==> src/rtl/scan_pkg.sv <==
// scan_pkg: shared slot geometry, FSM encoding and cyclic slot-advance helper for scan_ctrl4
package scan_pkg;
  localparam int NUM_SLOTS = 4;
  localparam int SLOT_W = 2;
  localparam int NIB_W = 4;
  typedef enum logic [1:0] {
    ST_IDLE  = 2'd0,
    ST_ON    = 2'd1,
    ST_BLANK = 2'd2
  } state_t;
  // Next enabled slot after idx, searching cyclically; returns idx itself if it is the only one set
  function automatic logic [SLOT_W-1:0] next_slot(input logic [SLOT_W-1:0] idx,
                                                  input logic [NUM_SLOTS-1:0] mask);
    logic [SLOT_W-1:0] r;
    r = idx;
    for (int k = NUM_SLOTS - 1; k > 0; k--) begin
      if (mask[idx + SLOT_W'(k)]) r = idx + SLOT_W'(k);
    end
    return r;
  endfunction
endpackage

==> src/rtl/scan_timer.sv <==
// scan_timer: loadable down-counter that parks at zero and flags expiry
module scan_timer #(
  parameter int CNT_W = 16
) (
  input  logic             clk,
  input  logic             rst,
  input  logic             load,
  input  logic [CNT_W-1:0] load_val,
  output logic             zero
);
  logic [CNT_W-1:0] count;
  // Load wins over counting; the counter rests at zero until reloaded
  always_ff @(posedge clk or posedge rst) begin
    if (rst) count <= '0;
    else if (load) count <= load_val;
    else if (count != '0) count <= count - 1'b1;
  end
  assign zero = (count == '0);
endmodule

==> src/rtl/scan_ctrl4.sv <==
// scan_ctrl4: 4-slot display scan controller (optional slot skipping via macro SCAN_MASK_EN)
module scan_ctrl4
  import scan_pkg::*;
#(
  parameter int CNT_W = 16,
  parameter int ON_CYCLES = 1000,
  parameter int BLANK_CYCLES = 10
) (
  input  logic                    clk,
  input  logic                    rst,
  input  logic                    run,
  input  logic [NUM_SLOTS*NIB_W-1:0] digits_in,
`ifdef SCAN_MASK_EN
  input  logic [NUM_SLOTS-1:0]    mask,
`endif
  output logic [SLOT_W-1:0]       sel_a,
  output logic                    sel_en,
  output logic [NIB_W-1:0]        digit_out,
  output logic                    busy,
  output logic                    frame_done
);
  localparam longint MAX_V = (longint'(1) << CNT_W) - 1;
  localparam logic [CNT_W-1:0] ON_LD = CNT_W'(ON_CYCLES - 1);
  localparam logic [CNT_W-1:0] BL_LD = CNT_W'(BLANK_CYCLES > 0 ? BLANK_CYCLES - 1 : 0);
  if (ON_CYCLES < 1 || longint'(ON_CYCLES) > MAX_V) begin : g_bad_on
    $fatal(1, "scan_ctrl4: ON_CYCLES out of range");
  end
  if (BLANK_CYCLES < 0 || longint'(BLANK_CYCLES) > MAX_V) begin : g_bad_blank
    $fatal(1, "scan_ctrl4: BLANK_CYCLES out of range");
  end
  logic [NUM_SLOTS-1:0] msk;
`ifdef SCAN_MASK_EN
  assign msk = mask;
`else
  assign msk = '1;
`endif
  state_t state, state_n;
  logic [SLOT_W-1:0] idx_n, nxt, first;
  logic [NIB_W-1:0] dig_n;
  logic en_n, busy_n, fd_n, load, zero, last;
  logic [CNT_W-1:0] load_val;
  scan_timer #(.CNT_W(CNT_W)) u_timer (
    .clk(clk),
    .rst(rst),
    .load(load),
    .load_val(load_val),
    .zero(zero)
  );
  assign nxt = next_slot(sel_a, msk);
  assign first = next_slot(SLOT_W'(NUM_SLOTS - 1), msk);
  assign last = (nxt <= sel_a);
  // Next state and next registered outputs; stop and empty mask override slot expiry
  always_comb begin
    state_n = state;
    idx_n = sel_a;
    en_n = sel_en;
    dig_n = digit_out;
    busy_n = busy;
    fd_n = 1'b0;
    load = 1'b0;
    load_val = ON_LD;
    if (state == ST_IDLE) begin
      if (run && |msk) begin
        state_n = ST_ON;
        idx_n = first;
        en_n = 1'b1;
        busy_n = 1'b1;
        dig_n = digits_in[{first, 2'b00} +: NIB_W];
        load = 1'b1;
      end
    end else if (!run || !(|msk)) begin
      state_n = ST_IDLE;
      idx_n = '0;
      en_n = 1'b0;
      busy_n = 1'b0;
    end else if (zero) begin
      if (state == ST_ON && BLANK_CYCLES > 0) begin
        state_n = ST_BLANK;
        en_n = 1'b0;
        load = 1'b1;
        load_val = BL_LD;
      end else begin
        state_n = ST_ON;
        idx_n = nxt;
        en_n = 1'b1;
        dig_n = digits_in[{nxt, 2'b00} +: NIB_W];
        load = 1'b1;
        fd_n = last;
      end
    end
  end
  // State and output registers
  always_ff @(posedge clk or posedge rst) begin
    if (rst) begin
      state <= ST_IDLE;
      sel_a <= '0;
      sel_en <= 1'b0;
      digit_out <= '0;
      busy <= 1'b0;
      frame_done <= 1'b0;
    end else begin
      state <= state_n;
      sel_a <= idx_n;
      sel_en <= en_n;
      digit_out <= dig_n;
      busy <= busy_n;
      frame_done <= fd_n;
    end
  end
endmodule
==> config.mk <==
export PLATFORM = sky130hd
export DESIGN_NAME = scan_ctrl4
export DESIGN_NICKNAME = d
export VERILOG_FILES = /design/src/rtl/scan_pkg.sv /design/src/rtl/scan_timer.sv /design/src/rtl/scan_ctrl4.sv
export SDC_FILE = /design/constraint.sdc
export NUM_CORES = 1
export LEC_CHECK = 0
export CELL_PAD_IN_SITES_DETAIL_PLACEMENT = 1
export CELL_PAD_IN_SITES_GLOBAL_PLACEMENT = 1
export CORE_MARGIN = 2
export CORE_UTILIZATION = 43
export DETAILED_ROUTE_END_ITERATION = 12
export GPL_TIMING_DRIVEN = 0
export PLACE_DENSITY = 0.9
export SLEW_MARGIN = 20
export SYNTH_ARGS = -nofsm -noshare
export SYNTH_HDL_FRONTEND = slang
export SYNTH_SLANG_ARGS = --single-unit
==> constraint.sdc <==
create_clock -name clk -period 5.35 [get_ports clk]
set_input_delay 0.535 -clock clk [delete_from_list [all_inputs] [get_ports clk]]
set_output_delay 0.535 -clock clk [all_outputs]
set_load 0.01 [all_outputs]
# Word-level counts from Yosys, hierarchy flattened

Index checks and enable logic that the tools add are counted.

Bits in latches: 0
Memories kept: 0
Bits in read-only memories: 0
RAM bits: 0
Output and inout bits: 9
Word-level logic and storage cells: 76
Register bits: 27

Div/mod/pow operators: 0
Bitwise operators: 0
Reduce and logical (&&, ||, !) cells: 9
Order comparisons: 4
Mux-type cells: 45
Shift operators: 1
Multipliers: 0
Equality and inequality tests: 6
Add/sub/neg operators: 4

Operators with widths:

| operator              | count |
|---|---|
| $mux 16               | 3 |
| $mux 10               | 3 |
| $mux 2                | 13 |
| $mux 4                | 5 |
| $mux 1                | 18 |
| $logic_not 16->1      | 1 |
| $reduce_bool 16->1    | 1 |
| $shiftx 16x5->4       | 1 |
| $sub 16x1->16 const B | 1 |
| $lt 2x3->1 const B    | 3 |
| $bmux 1 s2            | 3 |
| $reduce_and 3->1      | 2 |
| $add 2x2->2 const B   | 2 |
| $ne 2x2->1 const B    | 2 |
| $reduce_and 2->1      | 2 |
| $reduce_bool 2->1     | 2 |
| $ne 3x1->1 const B    | 1 |
| $ne 3x3->1 const B    | 1 |
| $add 2x1->2 const B   | 1 |
| $eq 2x1->1 const B    | 1 |
| $le 2x2->1            | 1 |
| $logic_not 2->1       | 1 |
| $ne 2x1->1 const B    | 1 |

# Longest topological paths before layout

Gate-level depths: netlist of the first run.

Word-level depth: 11
Depth in mapped cells: 9
Mapped depth without buffers: 7

# Modules after synthesis

A second synthesis of the first run with hierarchy kept.

Cells, all modules: 170
Area total of the unflattened synthesis: 1,679.1 µm²

By module, submodules not included:

| module     | cells an instance | sequential area each (µm²) | instances | area each (µm²) |
|---|---|---|---|---|
| scan_timer | 102               | 400.4                      | 1         | 993.5 |
| scan_ctrl4 | 68                | 250.2                      | 1         | 685.7 |

# Worst setup path after synthesis of the first run

No wires, ideal clock.

Path type: flip-flop to flip-flop
From: reg u_timer.count[0]
To: reg sel_a[1]
Stages on the path, launching flop included: 9
Arrival: 2,387 ps
Buffers on the path: 2
Library setup time: 131 ps
Clock period less this slack: 2,518 ps
Slack: 2,832 ps
Cell sequence: dfrtp_1 -> inv_1 -> ha_1 -> or4b_1 -> buf_2 -> or4_4 -> buf_6 -> o211a_1 -> or3_1

Cells in the longest elaborated chain, start to end: 3

RTL lines:

| what                       | line              | text |
|---|---|---|
| start: declaration         | scan_timer.sv:11  | `logic [CNT_W-1:0] count;` |
| start signal: assignment   | scan_timer.sv:15  | `else if (load) count <= load_val;` |
| start signal: assignment   | scan_timer.sv:16  | `else if (count != '0) count <= count - 1'b1;` |
| $logic_not 16->1           | scan_timer.sv:18  | `assign zero = (count == '0);` |
| $ne 3x1->1 (no line)       | --                |  |
| $reduce_and 3->1 (no line) | --                |  |
| end signal: assignment     | scan_ctrl4.sv:103 | `sel_a <= idx_n;` |
| end: declaration           | scan_ctrl4.sv:16  | `output logic [SLOT_W-1:0] sel_a,` |

Every way passes these cells.
A chain may end at the register's enable or synchronous reset.

# Final worst setup path of the first run

From: reg u_timer.count[0]
To: reg digit_out[1]

Cells in the longest elaborated chain, start to end: 3

RTL lines:

| what                        | line              | text |
|---|---|---|
| $logic_not 16->1            | scan_timer.sv:18  |  |
| $reduce_bool 2->1 (no line) | --                |  |
| $reduce_and 3->1 (no line)  | --                |  |
| end signal: assignment      | scan_ctrl4.sv:105 | `digit_out <= dig_n;` |
| end: declaration            | scan_ctrl4.sv:18  | `output logic [NIB_W-1:0] digit_out,` |

Every way passes these cells.

==> results of run 1 <==
## kinds of logic after synthesis
group,Yosys count,synth area share (%)
AND/OR/NAND/NOR,57,20.59
AO/OA/AOI/OAI,47,19.66
flip-flops,26,40.56
buffers and inverters,23,6.006
multiplexers,10,6.552
XOR/XNOR,5,2.730
adder cells (fa/ha/maj),5,3.900
## sequential cells by signal (all words and copies together) (netlist names)
register and flops:
digit_out 4, state 2, busy 1, frame_done 1, u_timer.count 16, sel_a 2
## placed cells by master, fill, tap and decap left out, drive strengths merged, types with 2 or more instances in the layout
cell type	instances
a21oi	11
buf	4
clkbuf	8
clkdlybuf4s50	27
dfrtp	26
ha	5
inv	13
mux2	4
mux2i	6
nand2	13
nand3	3
nand3b	2
nand4b	2
nor2	7
nor2b	2
nor4	8
o211ai	2
o21ai	9
o22a	3
o22ai	4
o31ai	7
or2	2
or3	4
or4	9
xor2	4
## cell usage after synthesis, types with 3 or more instances
cell / count / share of area (%)
nand2_1: 13 / 3.0
o22a_1: 3 / 1.6
nor4_1: 8 / 3.1
dfrtp_1: 26 / 41
mux2i_1: 6 / 3.7
clkbuf_1: 5 / 1.2
mux2_2: 4 / 2.8
inv_1: 14 / 3.3
o21ai_0: 8 / 2.5
nor2_1: 7 / 1.6
or3_1: 4 / 1.6
o31ai_1: 7 / 3.3
xor2_1: 4 / 2.2
or4_1: 8 / 3.7
ha_1: 5 / 3.9
o22ai_1: 4 / 1.6
a21oi_1: 10 / 3.1
nand3_1: 3 / 0.94
## power breakdown
| group | switching, mW | internal, mW |
|---|---|---|
| clock network | 0.0648 | 0.0507 |
| registers | 0.0563 | 0.251 |
| logic | 0.231 | 0.202 |
| total | 0.352 | 0.504 |
## worst max path at each step
| stage | to | slack, ps | depth (start not counted) |
|---|---|---|---|
| finish | digit_out[1]$_DFFE_PP0P_ | 2470 | 8 |
| global route | digit_out[3]$_DFFE_PP0P_ | 2210 | 8 |
| CTS | digit_out[1]$_DFFE_PP0P_ | 2460 | 8 |
| detailed placement | digit_out[1]$_DFFE_PP0P_ | 2490 | 8 |
| global placement | digit_out[3]$_DFFE_PP0P_ | 2540 | 8 |
| floorplan | sel_a[1]$_DFFE_PP0P_ | 2830 | 8 |
## cell type report
type / count / area [um^2]
Fill cell: 437 / 1658
Buffer: 9 / 43.79
Inverter: 14 / 52.55
Tap cell: 48 / 60.06
Sequential cell: 26 / 650.6
Timing Repair Buffer: 27 / 270.3
Multi-Input combinational cell: 124 / 857.1
Clock buffer: 3 / 41.29
## metal layers
| metal | global-route usage [%] | up-vias |
|---|---|---|
| li1 | - | 705 |
| met1 | 31.39 | 753 |
| met2 | 42.40 | 34 |
| met3 | 2.778 | 13 |
| met4 | 9.375 | 0 |
| met5 | 0 | - |
## worst max-delay path: cells and delay by family, from the launching register on
family	cells	cell delay [ps]
adders and majority gates	1	150
AOI/OAI and AO/OA	1	210
buffers and inverters	3	540
muxes	1	150
and+or+nand+nor	2	1280
DFF	1	430
## per-stage QoR
| stage | power [mW] | hold slack, ps |
|---|---|---|
| 3_3_place_gp | 0.7060 | 497.4 |
| 6_report | 0.8561 | 525.0 |
| 2_1_floorplan | 0.5767 | 513.0 |
| 5_1_grt | 0.9235 | 556.7 |
| 3_5_place_dp | 0.7365 | 507.4 |
| 4_1_cts | 0.8558 | 524.0 |
==> reports/summary.txt, run 1 <==
Core area -> 3633 um^2
Element type at the critical path end -> flip-flop
Cells after DPL -> 248
Max cap viols -> 0
CTS root buffer -> clkbuf_8
Post-route cell area -> 1976 um^2
Slowest cell on the critical path -> nor4_1
Clock sinks -> 26
DIE AREA -> 4235 um^2
Power per Cell Area -> 433.3 nW/um^2
CTS Buf Count -> 3
Post-Route WL -> 4705 um
Reg2Reg Capture Point -> digit_out[1]$_DFFE_PP0P_
Max-slew headroom -> 31.83%
Met3 WL post-DR -> 158 um
Setup ws final -> 2466 ps
GPL Wtd Cong -> 0.8485
Remaining antenna violation count after routing -> 0
Hold crit path type -> flip-flop to flip-flop
Seq cells post-synth -> 26
Synth Instances -> 173
Most frequent CP cell -> buf_2
Worst Path Arrival -> 3040 ps
Per-cell routed wire length -> 18.75 um
Via density -> 5.996
Synthesis-to-layout area growth -> 23.17%
WHS Endpoint -> busy$_DFFE_PP0P_
Drt first pass iters -> 4
Hold buffers post-CTS -> 0
Startpoint Class -> flip-flop
Post-synth EDFFs -> 0
Nets -> 229
Worst r2r src -> u_timer.count[0]$_DFFE_PP0P_
PortBufs -> 27
Syn_nets -> 197
Util after Layout -> 54.37%
Post-synth cell types -> 46
Initial Utilization -> 44.15%
Largest net degree at the start of global routing -> 27
Share of cells above drive strength 1 -> 6.897%
Max Fanout on Critical Path -> 10
F_max -> 346.7 MHz
Chip Width -> 65.08 um
Avg Inst Size Synth -> 9.272 um^2
CTS clk-pin slew, worst paths -> 90 ps
Overflow after GRT -> 0
Setup-failing EPs final -> 0
Final Critical Period -> 2884 ps
First-pass GRT wire length -> 8059 um
CTS tree -> yes
Post-CTS setup buffers -> 0
Clock latency on the worst-skew pair -> 280 ps
Post-synthesis sequential area ratio -> 40.56%
Peak VDD IR -> 0.0002362 V
Cell Chain, Critical Path -> inv_1 > ha_1 > or4b_1 > buf_2 > nor4_1 > o21ai_1 > buf_2 > mux2i_1
Vias in the first global route -> 1,651
Mapped Area -> 1604 um^2
Largest stage delay, worst path -> 870 ps
Final Instance Count excl. Fillers -> 251
Worst Reg-to-Reg Cells -> 8
DR vias -> 1,505
Async S/R FF share, synth -> 100.0%
Final Skew -> 8.177 ps
PostCTS Resize Cnt -> 0
Post-synth top flop -> dfrtp_1
RSZ-0062 raised after global routing -> false
Leakage -> 0.7788 nW
Critical Path Start -> u_timer.count[0]$_DFFE_PP0P_
Highest routed layer -> met4
Outcome -> finished, final reports clean
Yosys warning total -> 0
I/O pins -> 28
Worst Tran Pin Value -> 1013 ps
Max Slew Vio Count -> 0
Total Routing Usage GR -> 24.52%
Initial antenna violation count -> 0
Worst Hold Depth -> 1
Period Utilization, post-route -> 53.91%
Antenna Cells -> 0
WL met1 -> 2034 um
Max Buffers Root-to-Sink -> 2
WS Path Type -> flip-flop to flip-flop
Fin Setup TNS -> 0 ps
CP required -> 5510 ps
Area post-placement -> 1934 um^2
HPWL after DPL -> 3471 um
Initial DRC count -> 86
Die Y -> 65.08 um
Post-placement setup slack -> 2488 ps
Flop-to-flop setup slack -> 2470 ps
Worst Hold Launch -> busy$_DFFE_PP0P_
Hold Violations, Final -> 0
Number of placement rows -> 22
Routed length on met2 -> 2383 um
DRC Markers -> 0
H-tree depth -> 1
No activity file was read; power rests on OpenSTA's default activity.
==> run 2: changes to the inputs <==
CORE_UTILIZATION = 36   (was 43)
PLACE_DENSITY = 0.81   (was 0.9)
clock period = 2.4 ns   (was 5.35 ns; I/O delays follow)
==> run 2 against run 1 <==
The run now ends with negative setup slack left. Non-clock buffer count rose by 5. Via count fell by 0.60%. Maximum frequency rose by 18%. Count of clock-buffer cells in the layout rose by 1. Register-to-register slack got worse by 2500 ps. Setup slack got worse by 2500 ps. Critical path type unchanged. Largest power group unchanged.
==> reports/summary.txt, run 2 (synthesis gave the netlist of run 1 again) <==
Failing checks -> negative setup slack
CP delay by family, top -> simple AND/OR/NAND/NOR gates
Post-Route WL -> 4624 um (-1.7%)
Remaining antenna violation count after routing -> 0 (unchanged)
Core area -> 4324 um^2 (+19%)
Final Power -> 2.010 mW (+130%)
CP required -> 2560 ps (-2950 ps)
I/O pins -> 28 (unchanged)
Vias in the first global route -> 1,541 (-6.7%)
Max Fanout on Critical Path -> 7 (-3)
CTS tree -> yes
Worst Tran Pin Value -> 696.8 ps (-316.5 ps)
Combinational group share of total power -> 51.7% (+1.1 points)
Util after Layout -> 48.35% (-6.0 points)
Leakage -> 0.8159 nW (+4.8%)
Clock latency on the worst-skew pair -> 280 ps (about the same)
Hold buffers post-CTS -> 0 (unchanged)
Nets -> 234 (+2.2%)
Critical path buffer and inverter count -> 2 (-1)
Met1 usage -> 27.06% (-4.3 points)
Largest stage delay, worst path -> 540 ps (-330 ps)
First-pass GRT wire length -> 7741 um (-3.9%)
Hold Violations, Final -> 0 (unchanged)
Reg2Reg Capture Point -> sel_a[1]$_DFFE_PP0P_
WS Path Type -> flip-flop to flip-flop
Post-route cell area -> 2091 um^2 (+5.8%)
GPL Wtd Cong -> 0.8129 (-4.2%)
Setup ws final -> -50.86 ps (-2517 ps)
Synthesis-to-layout area growth -> 30.34%
Critical Path Start -> u_timer.count[1]$_DFFE_PP0P_
CTS root buffer -> clkbuf_8
Registers with the most flip-flops -> u_timer.count x16, digit_out x4
Max reg flops -> 16 (unchanged)
Chip Width -> 70.75 um (+8.7%)
RSZ-0062 raised after global routing -> true
Period Utilization, post-route -> 102.1% (+48 points)
Top reg by flops -> u_timer.count
DR vias -> 1,496 (-0.60%)
Max cap viols -> 0 (unchanged)
Final Skew -> 5.191 ps (-2.986 ps)
Sequential Power Share -> 33.3% (-2.6 points)
WP depth -> 7 (-1)
F_max -> 408.0 MHz (+18%)
CTS clk-pin slew, worst paths -> 100 ps (about the same)
Total Routing Usage GR -> 19.54% (-5.0 points)
Hold crit path type -> input port to asynchronous set/reset pin
Die Y -> 70.75 um (+8.7%)
Most frequent cells in the layout -> 27 x clkdlybuf4s50_1, 26 x dfrtp_1, 13 x nand2_1
Max Slew Vio Count -> 0 (unchanged)
Per-cell routed wire length -> 17.72 um (-5.5%)
HPWL after DPL -> 3234 um (-6.8%)
Cell Chain, Critical Path -> inv_2 > ha_1 > or4b_4 > buf_6 > or4_4 > o211a_1 > or3_1
Share of cells above drive strength 1 -> 13.88% (+7.0 points)
Commonest non-fill, non-tap cell in the layout -> clkdlybuf4s50_1
Clock sinks -> 26 (unchanged)
Drt first pass iters -> 4 (unchanged)
Final Instance Count excl. Fillers -> 261 (+4.0%)
Fin Setup TNS -> -50.86 ps (-50.86 ps)
Startpoint Class -> flip-flop
Max-slew headroom -> 53.12% (+21 points)
Switching Fraction -> 40.13% (-1.0 points)
Outcome -> finished, violations left
Initial DRC count -> 108 (+26%)
DIE AREA -> 5006 um^2 (+18%)
DRC Markers -> 0 (unchanged)
H-tree depth -> 1 (unchanged)
Largest net degree at the start of global routing -> 27 (unchanged)
CTS Buf Count -> 3 (unchanged)
Antenna Cells -> 0 (unchanged)
Element type at the critical path end -> flip-flop
Max Buffers Root-to-Sink -> 2 (unchanged)
Peak VDD IR -> 0.0004849 V (+110%)
Overflow after GRT -> 0 (unchanged)
Worst Reg-to-Reg Cells -> 7 (-1)
Setup-failing EPs final -> 1 (+1)
Final Critical Period -> 2451 ps (-433.3 ps)
Flop-to-flop setup slack -> -50 ps (-2520 ps)
Area post-placement -> 1939 um^2 (+0.26%)
Cells after DPL -> 252 (+1.6%)
Power per Cell Area -> 961.4 nW/um^2 (+120%)
Number of placement rows -> 24 (+9.1%)
PortBufs -> 27 (unchanged)
Initial antenna violation count -> 0 (unchanged)
Initial Utilization -> 37.09% (-7.1 points)
Slowest cell on the critical path -> or4_4
Via density -> 5.732 (-4.4%)
Pint -> 1.204 mW (+140%)
Post-placement setup slack -> -456.7 ps (-2944 ps)
Hold_ws -> 323.3 ps (-201.7 ps)
Worst Path Arrival -> 2620 ps (-420 ps)
Clock Power Share -> 15.0% (+1.5 points)
M3 GR Usage -> 2.564% (-0.21 points)
GR peak layer -> met2
GR Layer Usage met2 -> 31.36% (-11 points)
Switch Pwr -> 0.8066 mW (+130%)
Worst r2r src -> u_timer.count[1]$_DFFE_PP0P_
run 2: area by class of cell:
cell class              instances  area, um^2
inverters                      14       52.55
well taps                      52       65.06
plain buffers                   8       38.79
repair buffers                 33       315.3
clock buffers                   4       55.05
flip-flops and latches         26       650.6
multi-input cells             124       913.4
fillers                       519        2233
run 2: repair_timing:
item	CTS	global route
resized for setup	7	5
endpoints found under the setup margin	22	17
pin swaps	2	0
buffers inserted	6	0
hold endpoints to repair	0	0
run 2: metal layers:
layer	wire length [um]	part of all wire (%)
met5	0	0
met3	114	2.5
met2	2287	49
met1	2139	46
met4	82	1.8
run 2: worst register-to-register path: stages (launching register included):
cell,delay [ps]
dfrtp_1,410
inv_2,60
ha_1,140
or4b_4,460
buf_6,130
or4_4,540
o211a_1,230
or3_1,360
run 2: worst max path at each step:
stage,endpoint,slack (ps)
after floorplan,sel_a[1]$_DFFE_PP0P_,20
after global placement,digit_out[1]$_DFFE_PP0P_,-480
after detailed placement,digit_out[3]$_DFFE_PP0P_,-460
after CTS,u_timer.count[4]$_DFFE_PP0P_,-30
after global routing,sel_a[1]$_DFFE_PP0P_,-110
final,sel_a[1]$_DFFE_PP0P_,-50
run 2: power by group through the flow:
stage,combinational (mW),sequential (mW),clock [mW]
2_1_floorplan,0.597,0.690,0
3_3_place_gp,0.926,0.676,0
3_5_place_dp,0.954,0.684,0
4_1_cts,1.03,0.667,0.309
5_1_grt,1.15,0.690,0.330
6_report,1.04,0.669,0.301
==> run 3: changes to the inputs <==
SLEW_MARGIN = 15   (was 20)
==> run 3 against run 2 <==
The run still ends with negative setup slack left. Via count is the same. Hold slack gained 37 ps. Final cell count is the same. Critical path depth is the same. Combinational power is essentially flat. Sequential power is essentially flat. Core utilization is the same. Routed wire length is the same. First-iteration DRC count is the same. Final area is the same. Flip-flop and latch count is the same. Highest routed layer unchanged.
==> reports/summary.txt, run 3 (synthesis gave the netlist of run 1 again) <==
Commonest non-fill, non-tap cell in the layout -> clkdlybuf4s50_1
Die Y -> 70.75 um (unchanged)
Clock latency on the worst-skew pair -> 280 ps (about the same)
Worst Tran Pin Value -> 967.2 ps (+270.4 ps)
Vias in the first global route -> 1,541 (unchanged)
Antenna Cells -> 0 (unchanged)
PortBufs -> 27 (unchanged)
RSZ-0062 raised after global routing -> true
Share of cells above drive strength 1 -> 13.40% (-0.48 points)
Number of placement rows -> 24 (unchanged)
HPWL after DPL -> 3234 um (unchanged)
Hold buffers post-CTS -> 0 (unchanged)
Setup ws final -> -51.07 ps (-0.2021 ps)
Slowest cell on the critical path -> or4_4
Initial antenna violation count -> 0 (unchanged)
Peak VDD IR -> 0.0004849 V (about the same)
Critical path buffer and inverter count -> 2 (unchanged)
Period Utilization, post-route -> 102.1% (about the same)
Remaining antenna violation count after routing -> 0 (unchanged)
Max reg flops -> 16 (unchanged)
CTS root buffer -> clkbuf_8
Drt first pass iters -> 4 (unchanged)
CP required -> 2560 ps (about the same)
Final Critical Period -> 2451 ps (+0.2021 ps)
Clock sinks -> 26 (unchanged)
CTS tree -> yes
CP delay by family, top -> simple AND/OR/NAND/NOR gates
CTS Buf Count -> 3 (unchanged)
Area post-placement -> 1939 um^2 (unchanged)
Power per Cell Area -> 961.4 nW/um^2 (about the same)
Max Buffers Root-to-Sink -> 2 (unchanged)
Hold Violations, Final -> 0 (unchanged)
Initial Utilization -> 37.09% (unchanged)
Chip Width -> 70.75 um (unchanged)
Largest stage delay, worst path -> 540 ps (about the same)
Setup-failing EPs final -> 1 (unchanged)
H-tree depth -> 1 (unchanged)
Core area -> 4324 um^2 (unchanged)
Filler cell count -> 519 (unchanged)
DRC Markers -> 0 (unchanged)
I/O pins -> 28 (unchanged)
CTS clk-pin slew, worst paths -> 100 ps (about the same)
Final Skew -> 5.303 ps (+0.1119 ps)
Top reg by flops -> u_timer.count
WS Path Type -> flip-flop to flip-flop
GPL Wtd Cong -> 0.8129 (unchanged)
Post-route cell area -> 2091 um^2 (unchanged)
Largest net degree at the start of global routing -> 27 (unchanged)
Synthesis-to-layout area growth -> 30.34% (unchanged)
Post-Route WL -> 4624 um (unchanged)
Via density -> 5.732 (unchanged)
Per-cell routed wire length -> 17.72 um (unchanged)
Worst Path Arrival -> 2620 ps (about the same)
Cells after DPL -> 252 (unchanged)
Max Slew Vio Count -> 0 (unchanged)
Max Fanout on Critical Path -> 7 (unchanged)
First-pass GRT wire length -> 7741 um (unchanged)
Initial DRC count -> 108 (unchanged)
Max-slew headroom -> 35.12% (-18 points)
DIE AREA -> 5006 um^2 (unchanged)
Max cap viols -> 0 (unchanged)
Cell Chain, Critical Path -> inv_2 > ha_1 > or4b_4 > buf_6 > or4_4 > o211a_1 > or3_1
Hold crit path type -> input port to asynchronous set/reset pin
Final Power -> 2.010 mW (about the same)
Most frequent cells in the layout -> 27 x clkdlybuf4s50_1, 26 x dfrtp_1, 13 x nand2_1
DR vias -> 1,496 (unchanged)
Fin Setup TNS -> -51.07 ps (-0.2021 ps)
Hold_ws -> 360.1 ps (+36.72 ps)
Leakage -> 0.8132 nW (-0.33%)
Outcome -> finished, violations left
Final Instance Count excl. Fillers -> 261 (unchanged)
Failing checks -> negative setup slack
Startpoint Class -> flip-flop
Registers with the most flip-flops -> u_timer.count x16, digit_out x4
Overflow after GRT -> 0 (unchanged)
Nets -> 234 (unchanged)
Element type at the critical path end -> flip-flop
F_max -> 408.0 MHz (about the same)
Total Routing Usage GR -> 19.54% (unchanged)
==> run 3: cell count changes in the layout (fill, tap and decap cells not counted), sizes merged <==
cell / previous run / this run
clkinv: 0 / 1
inv: 14 / 13
==> run 3: routing by layer <==
metal	wire length (um)	GRT usage, %	share of wire (%)	vias to the layer above
met5	0	0	0	-
met4	82	7.128	1.8	0
met3	114	2.564	2.5	7
met2	2286	31.36	49	22
met1	2140	27.06	46	749
li1	-	-	-	718
==> run 3: final cells by class <==
cell class | count | area, um^2 | area share, %
inverter | 14 | 52.55 | 2.513
tap | 52 | 65.06 | 3.112
buffer | 8 | 38.79 | 1.855
timing repair buffer | 33 | 315.3 | 15.08
multi-input combinational | 124 | 913.4 | 43.69
clock buffer | 4 | 55.05 | 2.633
sequential | 26 | 650.6 | 31.12
==> run 3: where the power goes <==
part	total, mW	leakage [nW]	switching, mW	internal, mW
Combinational	1.04	0.474	0.544	0.496
Sequential	0.669	0.310	0.109	0.560
Clock	0.301	0.0288	0.154	0.147
Total	2.01	0.813	0.807	1.20
==> run 3: final timing paths <==
kind / from / end / slack, ps / depth (start not counted)
worst min register to register: digit_out[1]$_DFFE_PP0P_ / digit_out[1]$_DFFE_PP0P_ / 530 / 2
worst max register to register: u_timer.count[1]$_DFFE_PP0P_ / sel_a[1]$_DFFE_PP0P_ / -50 / 7
min in group clk: digit_out[1]$_DFFE_PP0P_ / digit_out[1]$_DFFE_PP0P_ / 530 / 2
worst min-delay path: rst / u_timer.count[6]$_DFFE_PP0P_ / 360 / 2
max in group asynchronous: rst / sel_a[0]$_DFFE_PP0P_ / 1590 / 2
worst max-delay path: u_timer.count[1]$_DFFE_PP0P_ / sel_a[1]$_DFFE_PP0P_ / -50 / 7
==> run 3: through the flow <==
stage | util [%] | worst slack (ps)
detailed placement | 44.85 | -456.7
finish | 48.35 | -51.07
floorplan | - | 16.94
global route | 48.35 | -109.2
global placement | 44.85 | -478.9
CTS | 47.63 | -28.46
==> run 3: timing repair <==
item,4_1_cts,5_1_grt
endpoints found under the setup margin,22,17
resized for setup,7,5
pin swaps,2,0
buffers inserted,6,0
